**config.mk**
```make
export PLATFORM = sky130hd
export DESIGN_NAME = mac_pipe_param
export DESIGN_NICKNAME = d
export VERILOG_FILES = /design/src/rtl/mac_pipe_param.sv
export SDC_FILE = /design/constraint.sdc
export NUM_CORES = 1
export LEC_CHECK = 0
export BUFFER_PORTS_ARGS = -buffer_cell sky130_fd_sc_hd__buf_2
export CAP_MARGIN = 10
export CORE_MARGIN = 3
export CORE_UTILIZATION = 45
export DETAILED_ROUTE_END_ITERATION = 6
export SLEW_MARGIN = 30
export SYNTH_ARGS = -nofsm -noshare
export SYNTH_HDL_FRONTEND = slang
export SYNTH_SLANG_ARGS = --single-unit
export TNS_END_PERCENT = 30
```
**constraint.sdc**
```tcl
create_clock -name clk -period 7.32 [get_ports clk]
set_clock_uncertainty 0.2 [all_clocks]
set_input_delay 1.098 -clock clk [delete_from_list [all_inputs] [get_ports clk]]
set_output_delay 1.098 -clock clk [all_outputs]
set_load 0.03 [all_outputs]
```
**src/rtl/mac_pipe_param.sv**
```systemverilog
// mac_pipe_param: three-stage pipelined multiply-accumulate unit.
// Supports configurable operand/accumulator widths, per-beat signed or unsigned
// operation and accumulator clear, optional saturation with a sticky overflow
// flag, and valid/ready handshakes on both sides. The whole pipe freezes while
// the sink holds off a pending result.
module mac_pipe_param #(
    parameter int DATA_W   = 8,
    parameter int ACC_W    = 24,
    parameter bit SATURATE = 1'b1
) (
    input  logic              clk,
    input  logic              rst,
    input  logic              in_valid,
    output logic              in_ready,
    input  logic [DATA_W-1:0] a,
    input  logic [DATA_W-1:0] b,
    input  logic              signed_mode,
    input  logic              clear,
    output logic              out_valid,
    input  logic              out_ready,
    output logic [ACC_W-1:0]  acc_out,
    output logic              overflow,
    input  logic              clr_ovf
);

    localparam int PROD_W = 2 * DATA_W;

    if (ACC_W < PROD_W) begin : gBadWidth
        $error("mac_pipe_param: ACC_W must be at least 2*DATA_W");
    end

    localparam logic [ACC_W-1:0] SIGNED_MAX   = {1'b0, {(ACC_W-1){1'b1}}};
    localparam logic [ACC_W-1:0] SIGNED_MIN   = {1'b1, {(ACC_W-1){1'b0}}};
    localparam logic [ACC_W-1:0] UNSIGNED_MAX = {ACC_W{1'b1}};

    // Stage 1: captured operands
    logic              s1Valid_q;
    logic [DATA_W-1:0] s1A_q;
    logic [DATA_W-1:0] s1B_q;
    logic              s1Signed_q;
    logic              s1Clear_q;

    // Stage 2: extended product
    logic              s2Valid_q;
    logic [ACC_W-1:0]  s2Prod_q;
    logic              s2Signed_q;
    logic              s2Clear_q;

    // Stage 3: accumulator and output state
    logic              outValid_q;
    logic [ACC_W-1:0]  acc_q;
    logic              ovf_q;

    logic              stall;
    logic              advance;
    logic              inFire;
    logic              retire;
    logic [PROD_W-1:0] aExt_d;
    logic [PROD_W-1:0] bExt_d;
    logic [PROD_W-1:0] prodFull_d;
    logic [ACC_W-1:0]  prodExt_d;
    logic [ACC_W:0]    sum_d;
    logic              ovf_d;
    logic [ACC_W-1:0]  accNext_d;

    // A result the sink has not taken freezes every stage; reset also blocks intake.
    assign stall     = outValid_q & ~out_ready;
    assign advance   = ~stall;
    assign in_ready  = ~rst & ~stall;
    assign inFire    = in_valid & in_ready;
    assign retire    = advance & s2Valid_q;
    assign out_valid = outValid_q;
    assign acc_out   = acc_q;
    assign overflow  = ovf_q;

    // Stage 1 captures a beat on input transfer; a bubble is recorded when none arrives.
    always_ff @(posedge clk or posedge rst) begin
        if (rst) begin
            s1Valid_q  <= 1'b0;
            s1A_q      <= '0;
            s1B_q      <= '0;
            s1Signed_q <= 1'b0;
            s1Clear_q  <= 1'b0;
        end else if (advance) begin
            s1Valid_q <= inFire;
            if (inFire) begin
                s1A_q      <= a;
                s1B_q      <= b;
                s1Signed_q <= signed_mode;
                s1Clear_q  <= clear;
            end
        end
    end

    // Operands are widened according to the beat's mode, so one multiplier covers both modes.
    always_comb begin
        aExt_d     = {{DATA_W{s1Signed_q & s1A_q[DATA_W-1]}}, s1A_q};
        bExt_d     = {{DATA_W{s1Signed_q & s1B_q[DATA_W-1]}}, s1B_q};
        prodFull_d = aExt_d * bExt_d;
        prodExt_d  = {ACC_W{s1Signed_q & prodFull_d[PROD_W-1]}};
        prodExt_d[PROD_W-1:0] = prodFull_d;
    end

    // Stage 2 holds the accumulator-width product together with its beat controls.
    always_ff @(posedge clk or posedge rst) begin
        if (rst) begin
            s2Valid_q  <= 1'b0;
            s2Prod_q   <= '0;
            s2Signed_q <= 1'b0;
            s2Clear_q  <= 1'b0;
        end else if (advance) begin
            s2Valid_q  <= s1Valid_q;
            s2Prod_q   <= prodExt_d;
            s2Signed_q <= s1Signed_q;
            s2Clear_q  <= s1Clear_q;
        end
    end

    // Add with one spare bit, detect overflow in the beat's mode, then clamp or wrap.
    always_comb begin
        sum_d     = {1'b0, acc_q} + {1'b0, s2Prod_q};
        ovf_d     = 1'b0;
        accNext_d = sum_d[ACC_W-1:0];
        if (s2Clear_q) begin
            accNext_d = s2Prod_q;
        end else begin
            if (s2Signed_q) begin
                ovf_d = (acc_q[ACC_W-1] == s2Prod_q[ACC_W-1]) &&
                        (sum_d[ACC_W-1] != acc_q[ACC_W-1]);
            end else begin
                ovf_d = sum_d[ACC_W];
            end
            if (ovf_d && SATURATE) begin
                if (s2Signed_q) begin
                    accNext_d = s2Prod_q[ACC_W-1] ? SIGNED_MIN : SIGNED_MAX;
                end else begin
                    accNext_d = UNSIGNED_MAX;
                end
            end
        end
    end

    // Stage 3 retires a beat into the accumulator; bubbles drop out_valid and keep acc.
    always_ff @(posedge clk or posedge rst) begin
        if (rst) begin
            outValid_q <= 1'b0;
            acc_q      <= '0;
        end else if (advance) begin
            outValid_q <= s2Valid_q;
            if (s2Valid_q) begin
                acc_q <= accNext_d;
            end
        end
    end

    // Sticky overflow: setting beats win over clr_ovf and over clearing beats.
    always_ff @(posedge clk or posedge rst) begin
        if (rst) begin
            ovf_q <= 1'b0;
        end else if (retire && ovf_d) begin
            ovf_q <= 1'b1;
        end else if (clr_ovf || (retire && s2Clear_q)) begin
            ovf_q <= 1'b0;
        end
    end

endmodule
```
**Word level (Yosys, flattened, before mapping)**

Index checks and enable logic that the tools add are counted.

- Bits in registers: 65
- Input bits: 23
- Output and inout bits: 27
- Logic and storage cells: 42

- Add/sub/neg operators: 1
- $mul: 1
- Equal/unequal tests: 2
- Muxes and demuxes: 9
- Bitwise operators: 10
- Reductions and logical operators: 7

Operators with widths:

| cell | number |
|---|---|
| 24-bit 2-to-1 mux | 4 |
| 24-bit by 24-bit adder with 25-bit output | 1 |
| 9-bit by 9-bit multiplier with 16-bit output | 1 |
| 1-bit bitwise AND | 7 |
| 1-bit 2-to-1 mux | 5 |
| 2-bit AND reduction | 2 |
| 1-bit logical AND | 3 |
| 1-bit NOT | 3 |
| 2-bit nonzero test | 1 |
| 1-bit equality test | 1 |
| 1-bit logical OR | 1 |
| 1-bit inequality test | 1 |

**Logic depth before layout (Yosys ltp)**

- Depth after elaboration: 8
- Gate-level depth with buffers: 20

**Worst setup path after synthesis**

OpenSTA, ideal clock, no wires.

- Kind: register -> register
- Start point: reg s1B_q[7]
- End point: reg, netlist name s2Prod_q[16]
- Arrival time: 5041 ps
- Required time: 6992 ps
- Setup slack: 1950 ps
- Cell stages (with the launch flop): 20
- Path buffers: 1
- Clock period less this slack: 5370 ps
- Cell sequence: dfrtp_1 clkbuf_1 nand2_1 or2_2 fa_1 fa_1 inv_1 fa_1 fa_1 inv_1 fa_1 inv_1 ha_1 a21oi_1 nor2b_1 o21ai_0 a21oi_1 a31oi_1 xnor2_1 o21ai_0

- Cells in the longest elaborated chain, start to end: 3

RTL lines:

| item | line | source |
|---|---|---|
| start, declared | 39 | `logic [DATA_W-1:0] s1B_q;` |
| start signal, assigned | 81 | `s1B_q <= '0;` |
| start signal, assigned | 88 | `s1B_q <= b;` |
| 1-bit bitwise AND | 98 | `bExt_d = {{DATA_W{s1Signed_q & s1B_q[DATA_W-1]}}, s1B_q};` |
| 9-bit by 9-bit multiplier with 16-bit output * | 99 | `prodFull_d = aExt_d * bExt_d;` |
| 1-bit bitwise AND * | 100 | `prodExt_d = {ACC_W{s1Signed_q & prodFull_d[PROD_W-1]}};` |

Every way passes the cells marked *; elsewhere a longest branch is shown, timed or not.
A chain may end at the register's enable or synchronous reset.

**Worst setup path after layout**

- Start point: reg s1B_q[7]
- End point: reg, netlist name s2Prod_q[16]

- Cells in the longest elaborated chain, start to end: 3

RTL lines:

| item | line |
|---|---|
| 1-bit bitwise AND | 98 |
| 9-bit by 9-bit multiplier with 16-bit output * | 99 |
| 1-bit bitwise AND * | 100 |

Marked as above.

==> results.sh <==
export IMPL_grt_pass1_vias=5508
export IMPL_cts_buffer_depth=2
export IMPL_syn_area_mm2=0.00673
export IMPL_drv_slew=0
export IMPL_cp_start_kind="flip-flop"
export IMPL_cp_end_kind="flip-flop"
export IMPL_clock_sinks=65
export IMPL_required_ns=7.35
export IMPL_synth_distinct_cells=64
export IMPL_wl_per_cell_um=16.9
export IMPL_period_needed_ns=5.65
export IMPL_area_growth_pct=9.75
export IMPL_route_vias_total=5204
export IMPL_crit_type="flip-flop to flip-flop"
export IMPL_grtUsageTotal_pct=20.9
export IMPL_via_per_inst=5.49
export IMPL_dieArea_mm2=0.0165
export IMPL_hold_viol=0
export IMPL_drt_initial_drc_count=206
export IMPL_dp_hpwl_um=12500
export IMPL_ant_nets=0
export IMPL_synth_top_cell_area_share_pct=24.2
export IMPL_synth_top_cell_by_area="dfrtp_1"
export IMPL_tns_ns=0
export IMPL_post_cts_resized=0
export IMPL_synth_most_common_cell="inv_1"
export IMPL_rsz0062_at_grt="false"
export IMPL_synth_seq_cells=65
export IMPL_ys_top_cells_by_count="inv_1, nand2_1, dfrtp_1, fa_1, ha_1"
export IMPL_drive_above_1_share_pct=14.0
export IMPL_syn_avg_cell_area_um2=9.25
export IMPL_grt_max_degree=35
export IMPL_cts_clk_slew_worst_paths_ns=0.06
export IMPL_period_share_pct=77.2
export IMPL_grt_pass1_wl_um=27200
export IMPL_antenna_found_initial=0
export IMPL_regArea_mm2=0.00163
export IMPL_syn_nets=871
export IMPL_drc=0
export IMPL_antenna_cells=0
export IMPL_post_cts_buffers=0
export IMPL_slew_limit_headroom_pct=37.8
export IMPL_holdWs_ns=0.270
export IMPL_fin_nets=903
export IMPL_cts_root_buf="clkbuf_16"
export IMPL_io_pins=50
export IMPL_cts_made_buffers=9
export IMPL_n_fill_cell=1382
export IMPL_fmax_mhz=177
export IMPL_synth_seq_area_share_pct=24.2
export IMPL_setup_viol=0
export IMPL_cap_violations=0
export IMPL_port_buffers=49
export IMPL_syn_inst=727
export IMPL_cts_hold_buffers=0
export IMPL_cts_tree="built"
export IMPL_utilization_pct=50.6
export IMPL_tightest_slew_ns=0.931
export IMPL_fin_cells=948
export IMPL_drt_pre_antenna_iters=5
export IMPL_multi_input_area_mm2=0.00461
export IMPL_die_w_um=128
export IMPL_die_height_um=128
export IMPL_async_flop_share_pct=100
export IMPL_placed_cells=931
export IMPL_coreArea_mm2=0.0146
export IMPL_place_gp_congestion=0.869
export IMPL_globalRoute_totalOverflow=0
export IMPL_synth_area_top_cells="dfrtp_1, fa_1, ha_1"
export IMPL_synth_edf_count=0
export IMPL_ys_flop_type="dfrtp_1"
export IMPL_rows=44
export IMPL_cts_htree_levels=3
export IMPL_insertion_delay_ns=0.35
export IMPL_cp_arrival_ns=5.68
export IMPL_start_util_pct=46.1
export IMPL_yosysWarnings=0
export IMPL_wl_um=16000
export IMPL_worstPathMaxFanout=11
export IMPL_worstHoldPathType="flip-flop to flip-flop"
export IMPL_outcome="completed"
[placed cells by master, fill, tap and decap left out, types with 7 or more instances in the layout]
master     count
inv_1         90
nand2_1       84
dfrtp_1       65
fa_1          64
ha_1          57
buf_2         49
a21oi_1       37
nor2_1        33
and2_1        31
o21ai_0       27
xnor2_1       27
mux2_2        18
and3_1        16
a21o_1        13
a211oi_1      12
xor2_1         9
clkbuf_16      9
o21a_1         8
o21bai_1       7
o21ai_1        7
[metrics by stage]
| stage | area, um^2 | setup slack, ns |
|---|---|---|
| floorplan | 6730 | 1.95 |
| global placement | 7090 | 1.82 |
| detailed placement | 7090 | 1.68 |
| CTS | 7370 | 1.67 |
| global route | 7380 | 1.27 |
| finish | 7380 | 1.67 |
[metal layers]
layer | wire, um | GRT usage [%] | vias to the layer above
li1 | - | - | 2507
met1 | 6900 | 26.2 | 2581
met2 | 8270 | 36.7 | 96
met3 | 585 | 3.21 | 20
met4 | 260 | 7.43 | 0
met5 | 0 | 0 | -
[sequential cells by signal (all words and copies together), names as in the netlist]
signal      count
s2Prod_q       17
s1Clear_q       1
s1B_q           8
overflow        1
s1A_q           8
out_valid       1
s2Signed_q      1
s1Valid_q       1
s2Valid_q       1
s1Signed_q      1
s2Clear_q       1
acc_out        24
[logic make-up (layout without fill, tap and decap cells)]
logic type	Yosys count	after routing	share of synthesized area, %
flops	65	65	24.2
compound gates	151	151	15.8
simple gates	211	211	15.4
buf+inv	125	162	7.31
fa+ha+maj	121	121	29.6
mux	18	18	3.01
xor+xnor	36	36	4.69
[cell type report]
class | count | share of cell area (%)
multi-input combinational | 537 | 62.4
inverter | 91 | 4.63
timing repair buffer | 55 | 3.98
sequential | 65 | 22.0
clock buffer | 11 | 3.29
clock inverter | 5 | 0.525
tap | 184 | 3.12
[final timing paths]
check	from	slack, ns	to	cells after the start
setup / recovery	s1B_q[7]$_DFFE_PP0P_	1.67	s2Prod_q[16]$_DFFE_PP0N_	18
hold / removal	s1Clear_q$_DFFE_PP0P_	0.27	s2Clear_q$_DFFE_PP0N_	2
setup reg to reg	s1B_q[7]$_DFFE_PP0P_	1.67	s2Prod_q[16]$_DFFE_PP0N_	18
hold reg to reg	s1Clear_q$_DFFE_PP0P_	0.27	s2Clear_q$_DFFE_PP0N_	2
max in group asynchronous	rst	5.27	s2Clear_q$_DFFE_PP0N_	3
min in group asynchronous	rst	0.69	acc_out[1]$_DFFE_PP0P_	2
[worst max-delay path: stages, from the launching register on]
cell and delay [ns]:
dfrtp_1 0.53, nand2_1 0.28, or2_2 0.36, fa_1 0.50, fa_1 0.54, inv_1 0.05, fa_1 0.50, fa_1 0.54
inv_1 0.05, fa_1 0.50, inv_1 0.04, ha_1 0.30, a21oi_1 0.21, nor2b_1 0.07, o21ai_0 0.24, a21oi_1 0.14
a31oi_1 0.21, xnor2_1 0.15, o21ai_0 0.11
Power is not shown: default switching activity piles up to over one toggle a cycle in this logic, so the estimate is an artifact.
